File: src/rtl/aes_mix_column_iter_if.sv
// Handshake and data bundle for the iterative AES (Inv)MixColumns unit.
// slave = the transform block; master = the side that offers blocks and takes results.
interface aes_mix_column_iter_if;
  logic         i_aes_mix_column_valid;
  logic         o_aes_mix_column_ready;
  logic         i_aes_mix_column_inverse;
  logic [127:0] i_aes_mix_column_data_in;
  logic         o_aes_mix_column_valid;
  logic         i_aes_mix_column_ready;
  logic [127:0] o_aes_mix_column_data_out;
  logic         o_aes_mix_column_busy;

  modport slave (
    input  i_aes_mix_column_valid,
    input  i_aes_mix_column_inverse,
    input  i_aes_mix_column_data_in,
    input  i_aes_mix_column_ready,
    output o_aes_mix_column_ready,
    output o_aes_mix_column_valid,
    output o_aes_mix_column_data_out,
    output o_aes_mix_column_busy
  );

  modport master (
    output i_aes_mix_column_valid,
    output i_aes_mix_column_inverse,
    output i_aes_mix_column_data_in,
    output i_aes_mix_column_ready,
    input  o_aes_mix_column_ready,
    input  o_aes_mix_column_valid,
    input  o_aes_mix_column_data_out,
    input  o_aes_mix_column_busy
  );
endinterface

File: src/rtl/aes_mix_column_iter.sv
// Iterative AES MixColumns / InvMixColumns over a 128-bit state, COLS_PER_CYCLE
// columns per cycle, transformed in place in a working register.
module aes_mix_column_iter #(
  parameter int COLS_PER_CYCLE = 1
) (
  input logic                  clk,
  input logic                  rst_n,
  aes_mix_column_iter_if.slave bus
);
  localparam int NCYC = 4 / COLS_PER_CYCLE;

  generate
    if (COLS_PER_CYCLE != 1 && COLS_PER_CYCLE != 2 && COLS_PER_CYCLE != 4) begin : g_bad_cols
      $error("aes_mix_column_iter: COLS_PER_CYCLE must be 1, 2 or 4");
    end
  endgenerate

  typedef enum logic [1:0] {IDLE, BUSY, DONE} state_t;

  state_t       state_reg, state_next;
  logic [1:0]   cnt_reg;
  logic [127:0] work_reg, work_next;
  logic         mode_reg;
  logic         ready, valid, busy, accept;

  function automatic logic [7:0] xtime(input logic [7:0] a);
    return {a[6:0], 1'b0} ^ (a[7] ? 8'h1b : 8'h00);
  endfunction

  function automatic logic [31:0] mix_column(input logic [31:0] col, input logic inv);
    logic [7:0]  a  [4];
    logic [7:0]  x2 [4];
    logic [7:0]  x4 [4];
    logic [7:0]  x8 [4];
    logic [31:0] res;
    res = '0;
    for (int r = 0; r < 4; r++) begin
      a[r]  = col[31-8*r -: 8];
      x2[r] = xtime(a[r]);
      x4[r] = xtime(x2[r]);
      x8[r] = xtime(x4[r]);
    end
    for (int r = 0; r < 4; r++) begin
      if (inv)
        res[31-8*r -: 8] = (x8[r] ^ x4[r] ^ x2[r])
                         ^ (x8[(r+1)%4] ^ x2[(r+1)%4] ^ a[(r+1)%4])
                         ^ (x8[(r+2)%4] ^ x4[(r+2)%4] ^ a[(r+2)%4])
                         ^ (x8[(r+3)%4] ^ a[(r+3)%4]);
      else
        res[31-8*r -: 8] = x2[r] ^ (x2[(r+1)%4] ^ a[(r+1)%4]) ^ a[(r+2)%4] ^ a[(r+3)%4];
    end
    return res;
  endfunction

  // Column view of the working register; column 0 is the MSB word.
  logic [31:0] words      [4];
  logic [31:0] words_next [4];
  logic [1:0]  col_idx    [COLS_PER_CYCLE];
  logic [31:0] col_mixed  [COLS_PER_CYCLE];

  for (genvar gi = 0; gi < 4; gi++) begin : g_words
    assign words[gi]                  = work_reg[127-32*gi -: 32];
    assign work_next[127-32*gi -: 32] = words_next[gi];
  end

  for (genvar gi = 0; gi < COLS_PER_CYCLE; gi++) begin : g_mixers
    assign col_idx[gi]   = 2'(int'(cnt_reg) * COLS_PER_CYCLE + gi);
    assign col_mixed[gi] = mix_column(words[col_idx[gi]], mode_reg);
  end

  always_comb begin
    words_next = words;
    for (int g = 0; g < COLS_PER_CYCLE; g++)
      words_next[col_idx[g]] = col_mixed[g];
  end

  always_ff @(posedge clk) begin
    if (!rst_n) state_reg <= IDLE;
    else        state_reg <= state_next;
  end

  always_comb begin
    state_next = state_reg;
    case (state_reg)
      IDLE: if (bus.i_aes_mix_column_valid) state_next = BUSY;
      BUSY: if (cnt_reg == 2'(NCYC - 1))    state_next = DONE;
      DONE: if (bus.i_aes_mix_column_ready)
              state_next = bus.i_aes_mix_column_valid ? BUSY : IDLE;
      default: state_next = IDLE;
    endcase
  end

  // Result handoff in DONE lets the next block load on the same edge it leaves.
  always_comb begin
    ready = (state_reg == IDLE) | ((state_reg == DONE) & bus.i_aes_mix_column_ready);
    valid = (state_reg == DONE);
    busy  = (state_reg == BUSY);
  end

  assign accept = bus.i_aes_mix_column_valid & ready;

  always_ff @(posedge clk) begin
    if (!rst_n) begin
      work_reg <= '0;
      mode_reg <= 1'b0;
      cnt_reg  <= '0;
    end else if (accept) begin
      work_reg <= bus.i_aes_mix_column_data_in;
      mode_reg <= bus.i_aes_mix_column_inverse;
      cnt_reg  <= '0;
    end else if (state_reg == BUSY) begin
      work_reg <= work_next;
      cnt_reg  <= cnt_reg + 2'd1;
    end
  end

  assign bus.o_aes_mix_column_ready    = ready;
  assign bus.o_aes_mix_column_valid    = valid;
  assign bus.o_aes_mix_column_busy     = busy;
  assign bus.o_aes_mix_column_data_out = work_reg;
endmodule

File: src/flat_wrapper.sv
// flat-port wrapper written by rule: the top's interface ports become plain ports
module aes_mix_column_iter_flat 
#(
  parameter int COLS_PER_CYCLE = 1
)
  (clk, rst_n, bus_i_aes_mix_column_valid, bus_i_aes_mix_column_inverse, bus_i_aes_mix_column_data_in, bus_i_aes_mix_column_ready, bus_o_aes_mix_column_ready, bus_o_aes_mix_column_valid, bus_o_aes_mix_column_data_out, bus_o_aes_mix_column_busy);
  aes_mix_column_iter_if bus_i ();
  input logic clk;
  input logic rst_n;
  input wire logic [$bits(bus_i.i_aes_mix_column_valid)-1:0] bus_i_aes_mix_column_valid;
  input wire logic [$bits(bus_i.i_aes_mix_column_inverse)-1:0] bus_i_aes_mix_column_inverse;
  input wire logic [$bits(bus_i.i_aes_mix_column_data_in)-1:0] bus_i_aes_mix_column_data_in;
  input wire logic [$bits(bus_i.i_aes_mix_column_ready)-1:0] bus_i_aes_mix_column_ready;
  output wire logic [$bits(bus_i.o_aes_mix_column_ready)-1:0] bus_o_aes_mix_column_ready;
  output wire logic [$bits(bus_i.o_aes_mix_column_valid)-1:0] bus_o_aes_mix_column_valid;
  output wire logic [$bits(bus_i.o_aes_mix_column_data_out)-1:0] bus_o_aes_mix_column_data_out;
  output wire logic [$bits(bus_i.o_aes_mix_column_busy)-1:0] bus_o_aes_mix_column_busy;
  assign bus_i.i_aes_mix_column_valid = bus_i_aes_mix_column_valid;
  assign bus_i.i_aes_mix_column_inverse = bus_i_aes_mix_column_inverse;
  assign bus_i.i_aes_mix_column_data_in = bus_i_aes_mix_column_data_in;
  assign bus_i.i_aes_mix_column_ready = bus_i_aes_mix_column_ready;
  assign bus_o_aes_mix_column_ready = bus_i.o_aes_mix_column_ready;
  assign bus_o_aes_mix_column_valid = bus_i.o_aes_mix_column_valid;
  assign bus_o_aes_mix_column_data_out = bus_i.o_aes_mix_column_data_out;
  assign bus_o_aes_mix_column_busy = bus_i.o_aes_mix_column_busy;
  aes_mix_column_iter #(.COLS_PER_CYCLE(COLS_PER_CYCLE)) u_core (.clk(clk), .rst_n(rst_n), .bus(bus_i));
endmodule
File: config.mk
export PLATFORM = sky130hd
export DESIGN_NAME = aes_mix_column_iter_flat
export DESIGN_NICKNAME = d
export VERILOG_FILES = /design/src/rtl/aes_mix_column_iter_if.sv /design/src/rtl/aes_mix_column_iter.sv /design/src/flat_wrapper.sv
export SDC_FILE = /design/constraint.sdc
export NUM_CORES = 1
export LEC_CHECK = 0
export ABC_AREA = 0
export ABC_CLOCK_PERIOD_IN_PS = 5600
export CAP_MARGIN = 25
export CELL_PAD_IN_SITES_DETAIL_PLACEMENT = 0
export CELL_PAD_IN_SITES_GLOBAL_PLACEMENT = 1
export CORE_MARGIN = 2
export CORE_UTILIZATION = 40
export DETAILED_ROUTE_END_ITERATION = 10
export PLACE_DENSITY = 0.93
export SLEW_MARGIN = 20
export SYNTH_ARGS = -nofsm -noshare
export SYNTH_HDL_FRONTEND = slang
export SYNTH_SLANG_ARGS = --single-unit
File: constraint.sdc
create_clock -name clk -period 5.6 [get_ports clk]
set_input_delay 0.56 -clock clk [delete_from_list [all_inputs] [get_ports clk]]
set_output_delay 0.56 -clock clk [all_outputs]
set_load 0.1 [all_outputs]
==> out/qor.yml, run 1 <==
cells_and_area:
  syn_to_final_growth_pct: 33.92
  multiInputGateArea_mm2: 0.006593
  design_area_mm2: 0.01298
  antenna_cells: 0
  seq_area_mm2: 0.002664
  fillers: 2092
  drive_gt1_share_pct: 8.724
  largest_reg_flops: 128
  mostFrequentLayoutCell: "clkdlybuf4s50_1"
  layout_common_cells: "clkdlybuf4s50_1, dfxtp_1, xnor2_1, nand2_1, a22oi_1"
  final_nets: 1339
sta:
  min_period_ps: 3787
  relSlewSlack_pct: 31.89
  hold_viol: 0
  finalMaxSlewViolations: 0
  tightest_slew_ps: 1020
  clock_skew_ps: 9.241
  rsz0062_at_grt: "no"
  period_share_pct: 67.62
  setup_violations: 0
  finalSetupTns_ps: 0
  fmax_ghz: 0.2641
worst_setup_path:
  slowest_stage: "mux4_2"
  path_max_fanout: 17
  crit_path_end_kind: "flip-flop"
  required_ps: 5910
  path_common_cell: "xnor3_1"
  cp_data_arrival_time_ps: 4100
  crit_type: "flip-flop to flip-flop"
  path_cells: "buf_4, mux4_2, xor2_1, xnor3_1, xnor3_1, and2_1, nor3_1, a221o_1"
  cpPeakStageDelay_ps: 700
  cp-start-kind: "flip-flop"
logic_synthesis:
  synth_warnings: 0
  synthesis.nets: 1133
  synth_ff_type: "dfxtp_1"
  yosysSeqAreaShare_pct: 27.47
  synthCells: 996
  synth-seq-cells: 133
  synth.distinct_cells: 47
  synth_async_sr_flop_share_pct: 0
  synth_edf_count: 0
  synth_area_mm2: 0.009694
  avgSynthCellArea_um2: 9.733
floorplan:
  core_mm2: 0.02361
  die_h_um: 159.7
  fp-row-count: 56
  die_x_um: 159.7
  start_util_pct: 41.06
  io-pin-count: 264
  die-area_mm2: 0.02550
clocking:
  cts_resized: 0
  cts_hold_buf: 0
  cts_buffer_depth: 2
  clock_sink_count: 133
  postCtsSetupRepairBufs: 0
  worstSkewPairLatency_ps: 430
  cts_tree: "built"
  cts.clk_slew.worst_paths_ps: 60
  htreeDepth: 4
  numCtsBuffers: 17
  cts-root-buf: "clkbuf_16"
placed_design:
  placed_area_mm2: 0.01242
  dp_hpwl_um: 24830
  numPortBuffers: 263
  gp_congestion: 0.9023
power_and_ir_drop:
  powerDensity_mw_per_mm2: 666.7
  leakage_nw: 4.907
  max-vdd-ir-drop_uv: 339.5
route:
  firstDrtPassIters: 5
  wl_um: 33940
  antenna_left: 0
  vias_per_cell: 5.714
  drt_iter0_drc: 634
  vias: 8766
  wl_per_cell_um: 22.13
  drcViolationCount: 0
grt:
  grt_first_pass_wirelength_um: 52470
  antenna_found_initial: 0
  grt_pass1_vias: 8892
  grt_usage_pct: 26.36
  grt_max_degree: 81
  overflow: 0
status:
  status: "completed"
min_path:
  hp-class: "flip-flop to flip-flop"
run:
  cap_violations: 0
## layer usage
layer	vias up	GRT usage, %	routed length, um
met1	4232	34.49	13960
li1	4031	-	-
met4	0	9.215	915
met5	-	0	0
met3	54	5.377	2771
met2	449	43.41	16290
## final timing paths
check | from | to | slack [ps] | depth (start not counted)
worst max-delay path | u_core.cnt_reg[0]$_SDFFE_PP0P_ | u_core.bus.o_aes_mix_column_data_out[84]$_SDFFE_PN0P_ | 1810 | 8
worst min-delay path | u_core.bus.o_aes_mix_column_data_out[38]$_SDFFE_PN0P_ | u_core.bus.o_aes_mix_column_data_out[38]$_SDFFE_PN0P_ | 600 | 2
worst min register to register | u_core.bus.o_aes_mix_column_data_out[38]$_SDFFE_PN0P_ | u_core.bus.o_aes_mix_column_data_out[38]$_SDFFE_PN0P_ | 600 | 2
worst max register to register | u_core.cnt_reg[0]$_SDFFE_PP0P_ | u_core.bus.o_aes_mix_column_data_out[84]$_SDFFE_PN0P_ | 1810 | 8
## kinds of logic (layout without fill, tap and decap cells)
group / Yosys count / in the layout / share of synthesized area (%)
XOR/XNOR: 208 / 208 / 26.92
AO/OA/AOI/OAI: 299 / 299 / 22.48
buffers and inverters: 97 / 316 / 4.659
AND/OR/NAND/NOR: 219 / 219 / 10.11
multiplexers: 36 / 36 / 7.847
flip-flops: 133 / 133 / 27.47
adder cells (fa/ha/maj): 4 / 4 / 0.5163
## cell type report
cell class / instances / share of cell area (%)
Timing Repair Buffer: 279 / 21.18
Clock buffer: 18 / 3.306
Multi-Input combinational cell: 766 / 50.78
Clock inverter: 14 / 0.9927
Tap cell: 319 / 3.074
Sequential cell: 133 / 20.52
Inverter: 5 / 0.1446
## critical path, delay by kind of cell (launching register included)
family                    cells  cell delay [ps]
xor gates and xnor gates      3             1430
muxes                         1              700
and+or+nand+nor               2              620
buffers and inverters         1              330
DFF                           1              320
AOI/OAI and AO/OA             1              270
## metrics by stage
stage          util, %  setup WS, ps  cells  hold slack (ps)  total power (W)
3_5_place_dp     52.62          1870   1502            581.9         0.007499
3_3_place_gp     52.62          1940   1502            564.5         0.007468
2_1_floorplan        -          2018    996            704.9         0.006181
5_1_grt          54.98          1636   1534            635.7         0.009071
4_1_cts          54.98          1835   1534            601.5         0.008618
6_report         54.98          1813   1534            599.2         0.008656
## Yosys cell counts, types with 10 or more instances
library cell    n  share of area [%]
buf_2          13               0.67
clkbuf_1       64                2.5
and2_1         23                1.5
mux4_2         32                7.4
a22o_1         52                4.7
a21oi_1        24                1.2
a22oi_1        68                5.3
dfxtp_1       133                 27
nand2_1        95                3.7
nand3_1        20                1.0
xor2_1         32                2.9
o21ai_0        48                2.5
nor2_1         45                1.7
xnor2_1       115                 10
a21boi_0       50                3.9
xnor3_1        42                9.8
nor3_1         12               0.62
a221o_1        12                1.2
xnor2_2        10                1.7
o21a_1         13                1.0
## power breakdown
group | switching (W) | leakage (nW) | internal (W)
clock network | 0.000473 | 0.267 | 0.000615
logic | 0.00366 | 3.54 | 0.00272
registers | 0.000116 | 1.09 | 0.00107
(Power assumes the default switching activity.)
==> run 2, diff against run 1 <==
--- a/config.mk
+++ b/config.mk
@@ -6,14 +6,14 @@
 export NUM_CORES = 1
 export LEC_CHECK = 0
 export ABC_AREA = 0
-export ABC_CLOCK_PERIOD_IN_PS = 5600
+export ABC_CLOCK_PERIOD_IN_PS = 3670
 export CAP_MARGIN = 25
 export CELL_PAD_IN_SITES_DETAIL_PLACEMENT = 0
 export CELL_PAD_IN_SITES_GLOBAL_PLACEMENT = 1
 export CORE_MARGIN = 2
-export CORE_UTILIZATION = 40
+export CORE_UTILIZATION = 37
 export DETAILED_ROUTE_END_ITERATION = 10
-export PLACE_DENSITY = 0.93
+export PLACE_DENSITY = 0.87
 export SLEW_MARGIN = 20
 export SYNTH_ARGS = -nofsm -noshare
 export SYNTH_HDL_FRONTEND = slang
==> constraint.sdc (replaced) <==
create_clock -name clk -period 3.67 [get_ports clk]
set_input_delay 0.367 -clock clk [delete_from_list [all_inputs] [get_ports clk]]
set_output_delay 0.367 -clock clk [all_outputs]
set_load 0.1 [all_outputs]
==> run 2 against run 1 <==
Compared with the run above: wire length rose by 3.1%; utilization fell by 3.4 points; combinational power rose by 60%; critical path type unchanged; largest cell class unchanged.
==> out/qor.yml, run 2 (synthesized netlist as in run 1, its figures left out) <==
cells_and_area:
  largest_reg_flops: 128
  antenna_cells: 0
  mostFrequentLayoutCell: "clkdlybuf4s50_1"
  drive_gt1_share_pct: 11.53
  syn_to_final_growth_pct: 37.87
  layout_common_cells: "clkdlybuf4s50_1, dfxtp_1, xnor2_1, nand2_1, a22oi_1"
  final_nets: 1373
floorplan:
  die_h_um: 165.9
  die_x_um: 165.9
  io-pin-count: 264
  core_mm2: 0.02591
  die-area_mm2: 0.02751
  start_util_pct: 37.41
  fp-row-count: 59
grt:
  grt_usage_pct: 24.96
  grt_use_met1_pct: 32.60
  grt_use_met3_pct: 4.290
  antenna_found_initial: 0
  overflow: 0
  grt.met2_usage_pct: 41.13
  grt_max_degree: 80
  grt_pass1_vias: 9098
  busiest_layer: "met2"
  grt_first_pass_wirelength_um: 53680
placed_design:
  gp_congestion: 0.9992
  pre_cts_slack_ps: 310.1
  numPortBuffers: 263
  dp_hpwl_um: 25850
route:
  wl_per_cell_um: 22.09
  wl_um: 34990
  vias_per_cell: 5.646
  vias: 8943
  firstDrtPassIters: 7
  drt_iter0_drc: 777
  drcViolationCount: 0
  antenna_left: 0
clocking:
  numCtsBuffers: 17
  cts-root-buf: "clkbuf_16"
  worstSkewPairLatency_ps: 430
  clock_sink_count: 133
  cts_buffer_depth: 2
  cts_hold_buf: 0
  cts_resized: 0
  postCtsSetupRepairBufs: 0
  cts_tree: "built"
  cts.clk_slew.worst_paths_ps: 60
  htreeDepth: 4
worst_setup_path:
  crit_path_end_kind: "flip-flop"
  worstReg2RegStart: "u_core.cnt_reg[0]$_SDFFE_PP0P_"
  cpLargestDelayFamily: "XOR/XNOR gates"
  crit_end: "u_core.bus.o_aes_mix_column_data_out[4]$_SDFFE_PN0P_"
  reg2regPathDepth: 8
  path_common_cell: "xnor3_1"
  cp_data_arrival_time_ps: 3730
  crit_start: "u_core.cnt_reg[0]$_SDFFE_PP0P_"
  path_cells: "buf_12, mux4_2, xor2_1, xnor3_1, xnor3_1, and2_1, nor3_1, a221o_1"
  crit_cells: 8
  reg2reg_to: "u_core.bus.o_aes_mix_column_data_out[4]$_SDFFE_PN0P_"
  reg2reg_setup_slack_ps: 260
  crit_type: "flip-flop to flip-flop"
  cp-start-kind: "flip-flop"
  required_ps: 3990
  path_max_fanout: 16
  cpPeakStageDelay_ps: 660
  slowest_stage: "mux4_2"
  path_buf_inv: 1
sta:
  hold_viol: 0
  period_share_pct: 92.84
  fmax_ghz: 0.2935
  clock_skew_ps: 12.35
  finalMaxSlewViolations: 0
  finalSetupTns_ps: 0
  min_period_ps: 3407
  rsz0062_at_grt: "no"
  setup_violations: 0
  tightest_slew_ps: 1016
  relSlewSlack_pct: 32.06
  layout_setup_ws_ps: 262.8
run:
  cap_violations: 0
power_and_ir_drop:
  leakage_nw: 5.120
  intPower_w: 0.007234
  switchingPower_w: 0.006612
  p_clk_share_pct: 13.2
  seq_power_share_pct: 13.1
  power_frac_comb_pct: 73.7
  powerDensity_mw_per_mm2: 1036
  max-vdd-ir-drop_uv: 550.9
  power_w: 0.01385
  switching_share_pct: 47.75
status:
  status: "completed"
min_path:
  hp-class: "input port to flip-flop"
run 2: changes by cell type in the layout (fill, tap and decap cells not counted), moves of 2 or more:
cell	change
buf_4	+32
buf_12	+4
clkinvlp_4	-3
bufinv_16	+2
clkdlybuf4s50_1	-2
clkinv_2	-2
clkinv_4	+2
run 2: metal layers:
metal	part of all wire, %	vias up	wire (um)
met1	42	4323	14640
li1	-	4102	-
met3	6.3	81	2217
met5	0	-	0
met2	48	437	16890
met4	3.6	0	1253
run 2: power by group through the flow:
stage | Clock (W) | Sequential, W | Combinational [W]
6_report | 0.00183 | 0.00181 | 0.0102
5_1_grt | 0.00190 | 0.00183 | 0.0108
4_1_cts | 0.00184 | 0.00181 | 0.0101
3_5_place_dp | 0 | 0.00184 | 0.0100
3_3_place_gp | 0 | 0.00184 | 0.0100
2_1_floorplan | 0 | 0.00309 | 0.00634
run 2: worst reg2reg max path: stages, from the launching register on:
cell	delay, ps
dfxtp_2	380
buf_12	190
mux4_2	670
xor2_1	280
xnor3_1	500
xnor3_1	420
and2_1	460
nor3_1	140
a221o_1	270
run 2: metrics by stage:
stage / instances / area [um2] / hold WS (ps) / utilization (%)
after floorplan: 996 / 9694 / 511.9 / -
after global placement: 1552 / 12750 / 576.9 / 49.19
after detailed placement: 1552 / 12750 / 585.2 / 49.19
after CTS: 1584 / 13370 / 507.4 / 51.58
after global routing: 1584 / 13370 / 534.3 / 51.58
final: 1584 / 13370 / 505.7 / 51.58
run 2: worst min-delay path by stage:
stage,from,end,slack (ps),cells past startpoint
after global placement,u_core.bus.o_aes_mix_column_data_out[56]$_SDFFE_PN0P_,u_core.bus.o_aes_mix_column_data_out[56]$_SDFFE_PN0P_,580,2
final,rst_n,u_core.state_reg[1]$_SDFFE_PN0P_,510,2
after CTS,rst_n,u_core.state_reg[1]$_SDFFE_PN0P_,510,2
after detailed placement,u_core.bus.o_aes_mix_column_data_out[126]$_SDFFE_PN0P_,u_core.bus.o_aes_mix_column_data_out[126]$_SDFFE_PN0P_,590,2
after global routing,rst_n,u_core.state_reg[1]$_SDFFE_PN0P_,530,2
after floorplan,bus_i_aes_mix_column_inverse,u_core.mode_reg$_SDFFE_PN0P_,510,2
run 2: cell type report:
cell class	instances	area [um2]
fill	2326	12550
clock buffer	17	425.4
sequential	133	2665
clock inverter	15	193.9
inverter	5	18.77
timing repair buffer	313	3050
tap	335	419.2
multi-input combinational	766	6593
==> run 3, diff against run 2 <==
--- a/config.mk
+++ b/config.mk
@@ -14,6 +14,7 @@
 export CORE_UTILIZATION = 37
 export DETAILED_ROUTE_END_ITERATION = 10
 export PLACE_DENSITY = 0.87
+export SETUP_SLACK_MARGIN = 0.1
 export SLEW_MARGIN = 20
 export SYNTH_ARGS = -nofsm -noshare
 export SYNTH_HDL_FRONTEND = slang
==> run 3 against run 2 <==
Compared with the run above: flip-flop and latch count unchanged; fmax up 0.76%; wire length down 0.79%; non-clock buffer count down 5; clock power about the same; via count down 1.9%; largest cell class unchanged; highest routed layer unchanged.
==> out/qor.yml, run 3 (synthesized netlist as in run 1, its figures left out) <==
cells_and_area:
  syn_to_final_growth_pct: 37.27
  layout_common_cells: "clkdlybuf4s50_1, dfxtp_1, xnor2_1, nand2_1, a22oi_1"
  multiInputGateArea_mm2: 0.006593
  antenna_cells: 0
  largest_reg_flops: 128
  final_nets: 1368
  drive_gt1_share_pct: 11.25
  fillers: 2373
  mostFrequentLayoutCell: "clkdlybuf4s50_1"
  seq_area_mm2: 0.002669
clocking:
  clock_sink_count: 133
  cts_tree: "built"
  numCtsBuffers: 17
  cts_hold_buf: 0
  htreeDepth: 4
  cts-root-buf: "clkbuf_16"
  cts.clk_slew.worst_paths_ps: 70
  cts_buffer_depth: 2
  worstSkewPairLatency_ps: 440
min_path:
  hp-class: "input port to flip-flop"
  worstHoldPathCells: 2
route:
  antenna_left: 0
  wl_per_cell_um: 21.99
  vias_per_cell: 5.554
  drt_iter0_drc: 893
  firstDrtPassIters: 5
  drcViolationCount: 0
  vias: 8769
  wl_um: 34720
power_and_ir_drop:
  switching_share_pct: 48.16
  powerDensity_mw_per_mm2: 1031
  max-vdd-ir-drop_uv: 520.0
  leakage_nw: 5.076
  seq_power_share_pct: 13.3
  power_w: 0.01372
  p_clk_share_pct: 13.3
  intPower_w: 0.007112
  power_frac_comb_pct: 73.5
  switchingPower_w: 0.006607
sta:
  fmax_ghz: 0.2957
  finalMaxSlewViolations: 0
  rsz0062_at_grt: "no"
  relSlewSlack_pct: 31.72
  tightest_slew_ps: 1021
  setup_violations: 0
  finalSetupTns_ps: 0
  clock_skew_ps: 18.94
  period_share_pct: 92.14
  hold_viol: 0
  layout_setup_ws_ps: 288.4
  min_period_ps: 3382
status:
  status: "completed"
worst_setup_path:
  required_ps: 4040
  crit_path_end_kind: "flip-flop"
  path_max_fanout: 22
  reg2regPathDepth: 9
  crit_type: "flip-flop to flip-flop"
  cp-start-kind: "flip-flop"
  cp_data_arrival_time_ps: 3750
floorplan:
  core_mm2: 0.02591
  die_h_um: 165.9
  die_x_um: 165.9
  io-pin-count: 264
  start_util_pct: 37.41
  die-area_mm2: 0.02751
  fp-row-count: 59
grt:
  grt_max_degree: 77
  grt_first_pass_wirelength_um: 52860
  antenna_found_initial: 0
  grt_usage_pct: 24.55
  grt_pass1_vias: 8812
  overflow: 0
run:
  cap_violations: 0
placed_design:
  numPortBuffers: 263
  dp_hpwl_um: 25910
  pre_cts_slack_ps: 198.0
  gp_congestion: 0.9520
run 3: changes by cell type in the layout (fill, tap and decap cells not counted):
cell / previous run / this run
clkinv_2: 1 / 0
clkinv_4: 5 / 3
inv_6: 5 / 3
clkinvlp_4: 0 / 4
buf_12: 4 / 2
inv_8: 1 / 2
dfxtp_4: 0 / 1
buf_4: 49 / 46
dfxtp_1: 131 / 130
run 3: what timing repair did:
| action | 4_1_cts | 5_1_grt |
|---|---|---|
| setup endpoints to repair | 0 | 19 |
| buffers inserted | 0 | 0 |
| resized for setup | 0 | 1 |
run 3: per-stage QoR:
step	hold slack, ps	std cells	utilization [%]	instance area (um2)
6_report	487.6	1579	51.36	13310
5_1_grt	507.0	1579	51.36	13310
4_1_cts	489.3	1579	51.35	13310
3_5_place_dp	584.5	1547	48.95	12680
3_3_place_gp	575.5	1547	48.95	12680
2_1_floorplan	511.9	996	-	9696
run 3: worst max-delay path, stage by stage (launching register included):
cell and delay (ps):
dfxtp_2 380, buf_12 210, mux4_2 560, buf_4 200
xnor3_1 410, xnor2_1 160, xnor2_1 310, xnor3_1 490
a221oi_2 390, a22o_1 210
run 3: layer usage:
metal / up-vias / routed length (um) / GRT usage [%]
li1: 4098 / - / -
met1: 4253 / 14830 / 32.68
met2: 379 / 17120 / 41.71
met3: 39 / 2233 / 4.242
met4: 0 / 526 / 5.709
met5: - / 0 / 0
run 3: power by group through the flow:
| stage | combinational [W] | sequential (W) | clock (W) |
|---|---|---|---|
| 4_1_cts | 0.0100 | 0.00182 | 0.00184 |
| 5_1_grt | 0.0106 | 0.00184 | 0.00190 |
| 3_3_place_gp | 0.00989 | 0.00185 | 0 |
| 6_report | 0.0101 | 0.00182 | 0.00182 |
| 2_1_floorplan | 0.00634 | 0.00309 | 0 |
| 3_5_place_dp | 0.00995 | 0.00185 | 0 |
run 3: path summary, 6_finish.rpt:
check                                                           end                                                   start  slack, ps
max           u_core.bus.o_aes_mix_column_data_out[44]$_SDFFE_PN0P_                          u_core.cnt_reg[0]$_SDFFE_PP0P_        290
min                                u_core.state_reg[1]$_SDFFE_PN0P_                                                   rst_n        490
max reg2reg   u_core.bus.o_aes_mix_column_data_out[44]$_SDFFE_PN0P_                          u_core.cnt_reg[0]$_SDFFE_PP0P_        290
min reg2reg  u_core.bus.o_aes_mix_column_data_out[126]$_SDFFE_PN0P_  u_core.bus.o_aes_mix_column_data_out[126]$_SDFFE_PN0P_        590
run 3: layout make-up:
cell class | instances | share of cell area (%)
clock buffers | 17 | 3.197
clock inverters | 15 | 1.467
inverters | 5 | 0.1410
multi-input cells | 766 | 49.54
flip-flops and latches | 133 | 20.05
well taps | 335 | 3.150
repair buffers | 308 | 22.45
